[src/rtl/vga_pkg.sv]
// Frame-buffer geometry and types shared by the VGA read side and the camera capture side.
// Default timing is 640x480@60 from a 25 MHz pixel clock.
package vga_pkg;

  localparam int H_ACTIVE = 640;
  localparam int H_FP     = 16;
  localparam int H_SYNC   = 96;
  localparam int H_BP     = 48;
  localparam int H_TOTAL  = H_ACTIVE + H_FP + H_SYNC + H_BP;

  localparam int V_ACTIVE = 480;
  localparam int V_FP     = 10;
  localparam int V_SYNC   = 2;
  localparam int V_BP     = 33;
  localparam int V_TOTAL  = V_ACTIVE + V_FP + V_SYNC + V_BP;

  localparam int FB_ADDR_W = 19;
  localparam int FB_DATA_W = 8;
  localparam int FB_PIXELS = H_ACTIVE * V_ACTIVE;

  // Wide enough for both 800 clocks/line and 525 lines/frame.
  localparam int CNT_W = 10;

  typedef logic [FB_ADDR_W-1:0] fb_addr_t;
  typedef logic [FB_DATA_W-1:0] fb_data_t;
  typedef logic [CNT_W-1:0]     cnt_t;

  typedef struct packed {
    logic active;
    logic hs;
    logic vs;
  } vid_ctl_t;

endpackage

[src/rtl/vga_timing_gen.sv]
// Horizontal/vertical raster counters with registered active, sync and frame markers.
// Markers describe the counter position of the previous clock, so they form the aligned timing domain.
module vga_timing_gen #(
  parameter int H_ACTIVE = vga_pkg::H_ACTIVE,
  parameter int H_FP     = vga_pkg::H_FP,
  parameter int H_SYNC   = vga_pkg::H_SYNC,
  parameter int H_BP     = vga_pkg::H_BP,
  parameter int V_ACTIVE = vga_pkg::V_ACTIVE,
  parameter int V_FP     = vga_pkg::V_FP,
  parameter int V_SYNC   = vga_pkg::V_SYNC,
  parameter int V_BP     = vga_pkg::V_BP
) (
  input  logic clk,
  input  logic rst,
  output logic active,
  output logic hs,
  output logic vs,
  output logic frame_start,
  output logic frame_last
);

  localparam vga_pkg::cnt_t H_ACT = vga_pkg::cnt_t'(H_ACTIVE);
  localparam vga_pkg::cnt_t H_SS  = vga_pkg::cnt_t'(H_ACTIVE + H_FP);
  localparam vga_pkg::cnt_t H_SE  = vga_pkg::cnt_t'(H_ACTIVE + H_FP + H_SYNC);
  localparam vga_pkg::cnt_t H_END = vga_pkg::cnt_t'(H_ACTIVE + H_FP + H_SYNC + H_BP - 1);
  localparam vga_pkg::cnt_t V_ACT = vga_pkg::cnt_t'(V_ACTIVE);
  localparam vga_pkg::cnt_t V_SS  = vga_pkg::cnt_t'(V_ACTIVE + V_FP);
  localparam vga_pkg::cnt_t V_SE  = vga_pkg::cnt_t'(V_ACTIVE + V_FP + V_SYNC);
  localparam vga_pkg::cnt_t V_END = vga_pkg::cnt_t'(V_ACTIVE + V_FP + V_SYNC + V_BP - 1);
  localparam vga_pkg::cnt_t ONE   = vga_pkg::cnt_t'(1);

  vga_pkg::cnt_t h_cnt;
  vga_pkg::cnt_t v_cnt;

  // The counters run one clock ahead of the markers; after reset release the first
  // clock therefore presents position (0,0) on the markers.
  always_ff @(posedge clk) begin
    if (rst) begin
      h_cnt       <= '0;
      v_cnt       <= '0;
      active      <= 1'b0;
      hs          <= 1'b0;
      vs          <= 1'b0;
      frame_start <= 1'b0;
      frame_last  <= 1'b0;
    end else begin
      active      <= (h_cnt < H_ACT) && (v_cnt < V_ACT);
      hs          <= (h_cnt >= H_SS) && (h_cnt < H_SE);
      vs          <= (v_cnt >= V_SS) && (v_cnt < V_SE);
      frame_start <= (h_cnt == '0) && (v_cnt == '0);
      frame_last  <= (h_cnt == H_END) && (v_cnt == V_END);
      if (h_cnt == H_END) begin
        h_cnt <= '0;
        v_cnt <= (v_cnt == V_END) ? '0 : v_cnt + ONE;
      end else begin
        h_cnt <= h_cnt + ONE;
      end
    end
  end

endmodule

[src/rtl/vga_framebuffer_reader.sv]
// Frame RAM read side: raster timing, sequential pixel addressing, and sync/colour
// re-alignment to the RAM read latency so syncs and pixels leave the pins RD_LAT+1 clocks after timing.
module vga_framebuffer_reader #(
  parameter int H_ACTIVE = vga_pkg::H_ACTIVE,
  parameter int H_FP     = vga_pkg::H_FP,
  parameter int H_SYNC   = vga_pkg::H_SYNC,
  parameter int H_BP     = vga_pkg::H_BP,
  parameter int V_ACTIVE = vga_pkg::V_ACTIVE,
  parameter int V_FP     = vga_pkg::V_FP,
  parameter int V_SYNC   = vga_pkg::V_SYNC,
  parameter int V_BP     = vga_pkg::V_BP,
  parameter int RD_LAT   = 1
) (
  input  logic        clk,
  input  logic        rst,
  output logic [18:0] rd_addr,
  output logic        rd_en,
  input  logic [7:0]  rd_data,
  output logic        vga_hs,
  output logic        vga_vs,
  output logic [3:0]  vga_r,
  output logic [3:0]  vga_g,
  output logic [3:0]  vga_b,
  output logic        frame_start
);

  logic active;
  logic hs_on;
  logic vs_on;
  logic frame_last;

  vga_timing_gen #(
    .H_ACTIVE(H_ACTIVE), .H_FP(H_FP), .H_SYNC(H_SYNC), .H_BP(H_BP),
    .V_ACTIVE(V_ACTIVE), .V_FP(V_FP), .V_SYNC(V_SYNC), .V_BP(V_BP)
  ) u_timing (
    .clk         (clk),
    .rst         (rst),
    .active      (active),
    .hs          (hs_on),
    .vs          (vs_on),
    .frame_start (frame_start),
    .frame_last  (frame_last)
  );

  assign rd_en = active;

  // Address advances only past active pixels, so it parks one past the last pixel
  // through vertical blanking and is rewound on the final clock of the frame.
  always_ff @(posedge clk) begin
    if (rst || frame_last) begin
      rd_addr <= '0;
    end else if (active) begin
      rd_addr <= rd_addr + 19'd1;
    end
  end

  vga_pkg::vid_ctl_t dly [RD_LAT];
  vga_pkg::vid_ctl_t tail;

  always_ff @(posedge clk) begin
    if (rst) begin
      for (int i = 0; i < RD_LAT; i++) begin
        dly[i] <= '0;
      end
    end else begin
      dly[0] <= '{active: active, hs: hs_on, vs: vs_on};
      for (int i = 1; i < RD_LAT; i++) begin
        dly[i] <= dly[i-1];
      end
    end
  end

  assign tail = dly[RD_LAT-1];

  logic [3:0] luma_hi;
  logic       unused_luma_lo;

  // Only the top nibble of luma reaches the 4-bit DAC; grey is driven on all three guns.
  assign luma_hi        = rd_data[7:4];
  assign unused_luma_lo = ^rd_data[3:0];

  always_ff @(posedge clk) begin
    if (rst) begin
      vga_hs <= 1'b1;
      vga_vs <= 1'b1;
      vga_r  <= '0;
      vga_g  <= '0;
      vga_b  <= '0;
    end else begin
      vga_hs <= ~tail.hs;
      vga_vs <= ~tail.vs;
      vga_r  <= tail.active ? luma_hi : 4'h0;
      vga_g  <= tail.active ? luma_hi : 4'h0;
      vga_b  <= tail.active ? luma_hi : 4'h0;
    end
  end

endmodule

[config.mk]
export PLATFORM = sky130hd
export DESIGN_NAME = vga_framebuffer_reader
export DESIGN_NICKNAME = d
export VERILOG_FILES = /design/src/rtl/vga_pkg.sv /design/src/rtl/vga_timing_gen.sv /design/src/rtl/vga_framebuffer_reader.sv
export SDC_FILE = /design/constraint.sdc
export NUM_CORES = 1
export LEC_CHECK = 0
export CAP_MARGIN = 20
export CORE_ASPECT_RATIO = 1.5
export CORE_MARGIN = 2
export CORE_UTILIZATION = 27
export CTS_CLUSTER_DIAMETER = 200
export DETAILED_ROUTE_END_ITERATION = 8
export HOLD_SLACK_MARGIN = 0.08
export PLACE_DENSITY_LB_ADDON = 0.12
export SYNTH_ARGS = -nofsm -noshare
export SYNTH_HDL_FRONTEND = slang
export SYNTH_SLANG_ARGS = --single-unit
[constraint.sdc]
create_clock -name clk -period 4.6 [get_ports clk]
set_input_delay 0.92 -clock clk [delete_from_list [all_inputs] [get_ports clk]]
set_output_delay 0.92 -clock clk [all_outputs]
set_load 0.02 [all_outputs]
==> metrics.md, run 1 <==
| Metric | Value |
|---|---|
| Status | complete, no violations |
| Part of the power in the clock network | between 40% and 50% |
| WP data required | 3.68 ns |
| Peak supply drop | 0.160 mV |
| Slew headroom | 57.7% |
| Syn_area_per_cell | just under 9 um2 |
| Vias after detailed routing | between 1500 and 2000 |
| Longest Clk Path Bufs | 2 |
| Root Driver | clkbuf_16 |
| NetSw | 0.000199 W |
| DP Worst Slack | between 2 and 2.5 ns |
| Critical path class | reg2out |
| Fillers | 913 |
| Crit path max-delay cell type | clkdlybuf4s50_1 |
| Synthesized flop and latch total | 53 |
| Fin area | 0.00294 mm2 |
| CP Max Fanout | 8 |
| Highest metal used | met4 |
| Met2 WL | 2670 um |
| Final ANT Viol Nets | 0 |
| Starting DRT DRC Count | 40 |
| Area Overhead vs Synth | 24.6% |
| Placed cell areas | between 0.002 and 0.003 mm2 |
| Port bufs | 40 |
| Largest area contributor in the netlist | dfxtp_1 |
| Asr flop ratio synth | 0% |
| Max Freq | about 0.42 GHz |
| Critical-path cell list | clkdlybuf4s50_1 |
| Std-Cell Rows | just over 40 |
| Vias/cell | between 4 and 5 |
| CTS tree | done |
| Initial Util | 27.8% |
| Met3 Wirelength | 197 um |
| Drt first pass iters | 4 |
| Synthesized area | 0.00236 mm2 |
| Crit path buf inv count | 1 |
| Pwr per Cell Area | 341 mW/mm2 |
| Crit path time final | 2.38 ns |
| Final WS setup | 2.22 ns |
| Setup crit end kind | primary output |
| Fin. max-slew vios | 0 |
| Int Pwr | 0.000801 W |
| Diode count | 0 |
| DRC viols | 0 |
| IO Pins | 45 |
| Combinational Power Share | 4.5% |
| Top area cells in the synthesized netlist | dfxtp_1 (45%), nor2_1 (4.9%), xnor2_1 (4.5%) |
| Sequential area share after synthesis | between 40 and 50% |
| Die Y | 118 um |
| Share of cells above drive strength 1 | 5.50% |
| Setup tns final | 0 ns |
| GPL Wtd Cong | 0.766 |
| Ys flop type | dfxtp_1 |
| First-pass GRT wire length | 8460 um |
| Slowest stage delay, CP | 0.67 ns |
| Syn nets | 281 |
| DRT met1 WL | ~1900 um |
| Resize count post-CTS | 0 |
| Setup violators final | 0 |
| Switching part of the total | 19.9% |
| Critical Path Start Type | flop |
| Core area | approximately 0.0085 mm2 |
| Post-synth EDFFs | 0 |
| LEAKAGE | 0.994 nW |
| Unique masters post-synth | 36 |
| CTS clk-pin slew, worst paths | 0.07 ns |
| Global routing usage summed across all routing layers | approximately 11% |
| Routed wire length | 4890 um |
| Largest net degree at the start of global routing | 20 |
| Vias in the first global route | 1824 |
| Postcts setup bufs | 0 |
| Sequential fraction of design power | 47.2% |
| Mapped Cells | 265 |
| Fin crit share | 51.7% |
| Congestion Overflow GR | 0 |
| Skew final | 0.00365 ns |
| Worst slew pin tran | 0.632 ns |
| Antenna violations before repair | 0 |
| Final net count | approximately 300 |
| Overall power | 0.00100 W |
| DP Wirelength | around 3700 um |
| Synth top area share | a little under half |
| Hold WC Path Type | reg2reg |
| Worst path arrival time | roughly 1.5 ns |
| CTS H-tree lvls | 2 |
| Cts hold-fix bufs | 0 |
| Final Hold Fails | 0 |
| CTS Sinks | 53 |
| Crit path max-delay family | buffers and inverters |
| Max cap viols | 0 |
| Wirelength per Cell | about 12 um |
| Yosys warns | 0 |
| Die ar. | 0.00950 mm2 |
| Clk_lat worst skew | slightly below 0.3 ns |
| Top-count cell post-synth | dfxtp_1 |
| Die width | 80.3 um |
| Commonest cells post-synth | dfxtp_1 (53), nor2_1 (31), nand4_1 (15) |
| RSZ-0062 raised after global routing | false |
| CTS Buf Count | 5 |
## power by group through the flow
stage          Combinational [W]  Clock (W)  Sequential [W]
3_5_place_dp           0.0000461          0        0.000483
3_3_place_gp           0.0000459          0        0.000483
5_1_grt                0.0000496   0.000522        0.000474
6_report               0.0000448   0.000483        0.000472
2_1_floorplan          0.0000262          0        0.000486
4_1_cts                0.0000464   0.000504        0.000472
## area by class of cell
type / count / area [um2] / area share [%]
repair buffers: 40 / 400 / 13.6
inverters: 7 / 26.3 / 0.895
clock inverters: 3 / 68.8 / 2.34
well taps: 107 / 134 / 4.56
multi-input cells: 183 / 1120 / 38.1
clock buffers: 5 / 125 / 4.26
flip-flops and latches: 53 / 1060 / 36.1
## stage by stage
stage	hold slack, ns	util (%)	instances
final	0.374	34.7	398
after CTS	0.380	34.7	398
after global placement	0.359	32.4	390
after detailed placement	0.363	32.4	390
after global routing	0.386	34.7	398
after floorplan	0.355	-	265
## path summary, 6_finish.rpt
check / from / to / slack, ns / depth (start not counted)
setup / recovery: rd_addr[3] / rd_addr[3] / 2.22 / 1
hold / removal: dly[0][1] / vga_hs / 0.37 / 1
setup reg to reg: u_timing.h_cnt[0] / u_timing.v_cnt[8] / 2.49 / 5
hold reg to reg: dly[0][1] / vga_hs / 0.37 / 1
## logic make-up (layout without fill, tap and decap cells)
kind of cell | after synthesis | in the layout | synth area share, %
AO/OA/AOI/OAI | 28 | 28 | 6.59
XOR/XNOR | 23 | 23 | 8.55
adder cells (fa/ha/maj) | 6 | 6 | 3.19
buffers and inverters | 29 | 55 | 7.44
flip-flops | 53 | 53 | 45.0
multiplexers | 1 | 1 | 0.425
AND/OR/NAND/NOR | 125 | 125 | 28.8
## routing by layer
metal | global-route usage (%) | vias to the layer above
met1 | 11.2 | 875
met5 | 0 | -
met3 | 2.52 | 7
li1 | - | 960
met4 | 5.19 | 0
met2 | 21.1 | 35
## state kept, by name (all words and copies together), names as in the netlist
register,flops
vga_b,4
vga_hs,1
dly,3
u_timing.frame_last,1
u_timing.h_cnt,10
u_timing.vs,1
rd_addr,19
u_timing.frame_start,1
u_timing.v_cnt,10
u_timing.active,1
u_timing.hs,1
vga_vs,1
## cells in the final DEF (no fill, tap or decap), types with 8 or more instances in the layout
master / count
nand4_1: 15
nor3_1: 8
o21ai_0: 10
nand2_1: 13
nand3_1: 14
xnor2_1: 12
dfxtp_1: 53
a21oi_1: 13
nor2_1: 31
clkdlybuf4s50_1: 40
xor2_1: 11
No activity file was read; power rests on OpenSTA's default activity.
==> run 2: changes to the inputs <==
==> constraint.sdc (replaced) <==
create_clock -name clk -period 2.25 [get_ports clk]
set_input_delay 0.45 -clock clk [delete_from_list [all_inputs] [get_ports clk]]
set_output_delay 0.45 -clock clk [all_outputs]
set_load 0.02 [all_outputs]
==> metrics.md, run 2 (synthesis results as in run 1) <==
| Metric | Value |
|---|---|
| Status | complete, no violations |
| Most frequent cells in the layout | dfxtp_1 (53), clkdlybuf4s50_1 (40), nor2_1 (31), nand4_1 (15), nand3_1 (14) |
| Final net count | between 300 and 400 |
| IO Pins | 45 |
| Resize count post-CTS | 0 |
| Fin crit share | between 90% and 100% |
| CTS H-tree lvls | 2 |
| CTS tree | done |
| CTS Sinks | 53 |
| Biggest registers after layout | rd_addr x19, u_timing.h_cnt x10, u_timing.v_cnt x10 |
| CTS clk-pin slew, worst paths | ~0.070 ns |
| Vias in the first global route | 1658 |
| CTS Buf Count | 5 |
| Max reg flops | 19 |
| Slowest stage delay, CP | 0.53 ns |
| Critical-path cell list | ha_1 > nand4_1 > or3_1 > or4_1 > a21oi_1 |
| First-pass GRT wire length | 8360 um |
| Clk_lat worst skew | 0.29 ns |
| Slew headroom | between 70% and 80% |
| Fin. max-slew vios | 0 |
| Wirelength per Cell | 12.7 um |
| RSZ-0062 raised after global routing | false |
| Cts hold-fix bufs | 0 |
| Crit path max-delay cell type | or4_1 |
| Congestion Overflow GR | 0 |
| GPL Wtd Cong | 0.749 |
| Setup crit end kind | flop |
| Peak supply drop | 0.346 mV |
| Max Freq | 0.476 GHz |
| Routed wire length | 5100 um |
| Largest net degree at the start of global routing | 20 |
| Fillers | 904 |
| Core area | roughly 0.0085 mm2 |
| CP Max Fanout | 8 |
| Crit path time final | 2.10 ns |
| Max cap viols | 0 |
| R2r setup slk | ~0.15 ns |
| Starting DRT DRC Count | 22 |
| Worst slew pin tran | between 0.3 and 0.4 ns |
| Port bufs | 40 |
| Root Driver | clkbuf_16 |
| Die width | 80.3 um |
| Longest Clk Path Bufs | 2 |
| Share of cells above drive strength 1 | 5.78% |
| DP Wirelength | 3770 um |
| WP data required | 2.47 ns |
| Largest Register | rd_addr |
| Fin Hold WS | roughly 0.37 ns |
| Drt first pass iters | 4 |
| Die Y | 118 um |
| Critical path class | reg2reg |
| Postcts setup bufs | 0 |
| Antenna violations before repair | 0 |
| Skew final | 0.00612 ns |
| Std-Cell Rows | between 40 and 50 |
| Final Hold Fails | 0 |
| Initial Util | 27.8% |
| Global routing usage summed across all routing layers | 11.2% |
| Vias/cell | 4.68 |
| Diode count | 0 |
| Vias after detailed routing | approximately 1900 |
| Pwr per Cell Area | 624 mW/mm2 |
| Final ANT Viol Nets | 0 |
| Hold WC Path Type | reg2reg |
| DRC viols | 0 |
| Area Overhead vs Synth | 23.3% |
| Commonest non-fill, non-tap cell in the layout | dfxtp_1 |
| Worst path arrival time | 2.32 ns |
| Setup tns final | 0 ns |
| LEAKAGE | 0.979 nW |
| Critical Path Start Type | flop |
| Setup violators final | 0 |
| Die ar. | 0.00950 mm2 |
-- run 2: layout make-up --
cell class,instances,area (um2),area share (%)
clock buffer,7,133,4.57
tap,107,134,4.61
inverter,7,26.3,0.905
multi-input combinational,183,1120,38.6
sequential,53,1060,36.5
timing repair buffer,43,423,14.6
clock inverter,1,7.51,0.259
-- run 2: critical path: cells and delay by family, from the launching register on --
family,cells,cell delay (ns)
flops,1,0.39
fa+ha+maj,1,0.25
compound gates,1,0.14
simple gates,3,1.25
-- run 2: where the power goes --
group          leakage (nW)  switching [W]  total (W)  internal, W
Clock                0.0641       0.000337   0.000751     0.000414
Combinational         0.486      0.0000475  0.0000945    0.0000470
Sequential            0.429      0.0000139   0.000966     0.000952
Total                 0.979       0.000398    0.00181      0.00141
-- run 2: metrics by stage --
stage	worst slack [ns]	util (%)	instance area, um2	total power (W)	cells
floorplan	0.316	-	2360	0.00105	265
global placement	0.181	32.7	2760	0.00108	393
detailed placement	0.155	32.7	2760	0.00108	393
CTS	0.145	34.3	2900	0.00185	401
global route	0.0513	34.3	2900	0.00189	401
finish	0.148	34.3	2900	0.00181	401
-- run 2: path summary, 6_finish.rpt --
path,endpoint,from,cells after the start
hold reg to reg,vga_vs,dly[0][0],1
hold / removal,vga_vs,dly[0][0],1
setup reg to reg,u_timing.v_cnt[7],u_timing.h_cnt[0],5
setup / recovery,u_timing.v_cnt[7],u_timing.h_cnt[0],5
-- run 2: per-layer routing --
metal | track usage, % | routed length (um) | vias up
li1 | - | - | 963
met1 | 12.2 | 2110 | 878
met2 | 20.2 | 2730 | 31
met3 | 2.44 | 173 | 5
met4 | 4.77 | 89 | 0
met5 | 0 | 0 | -
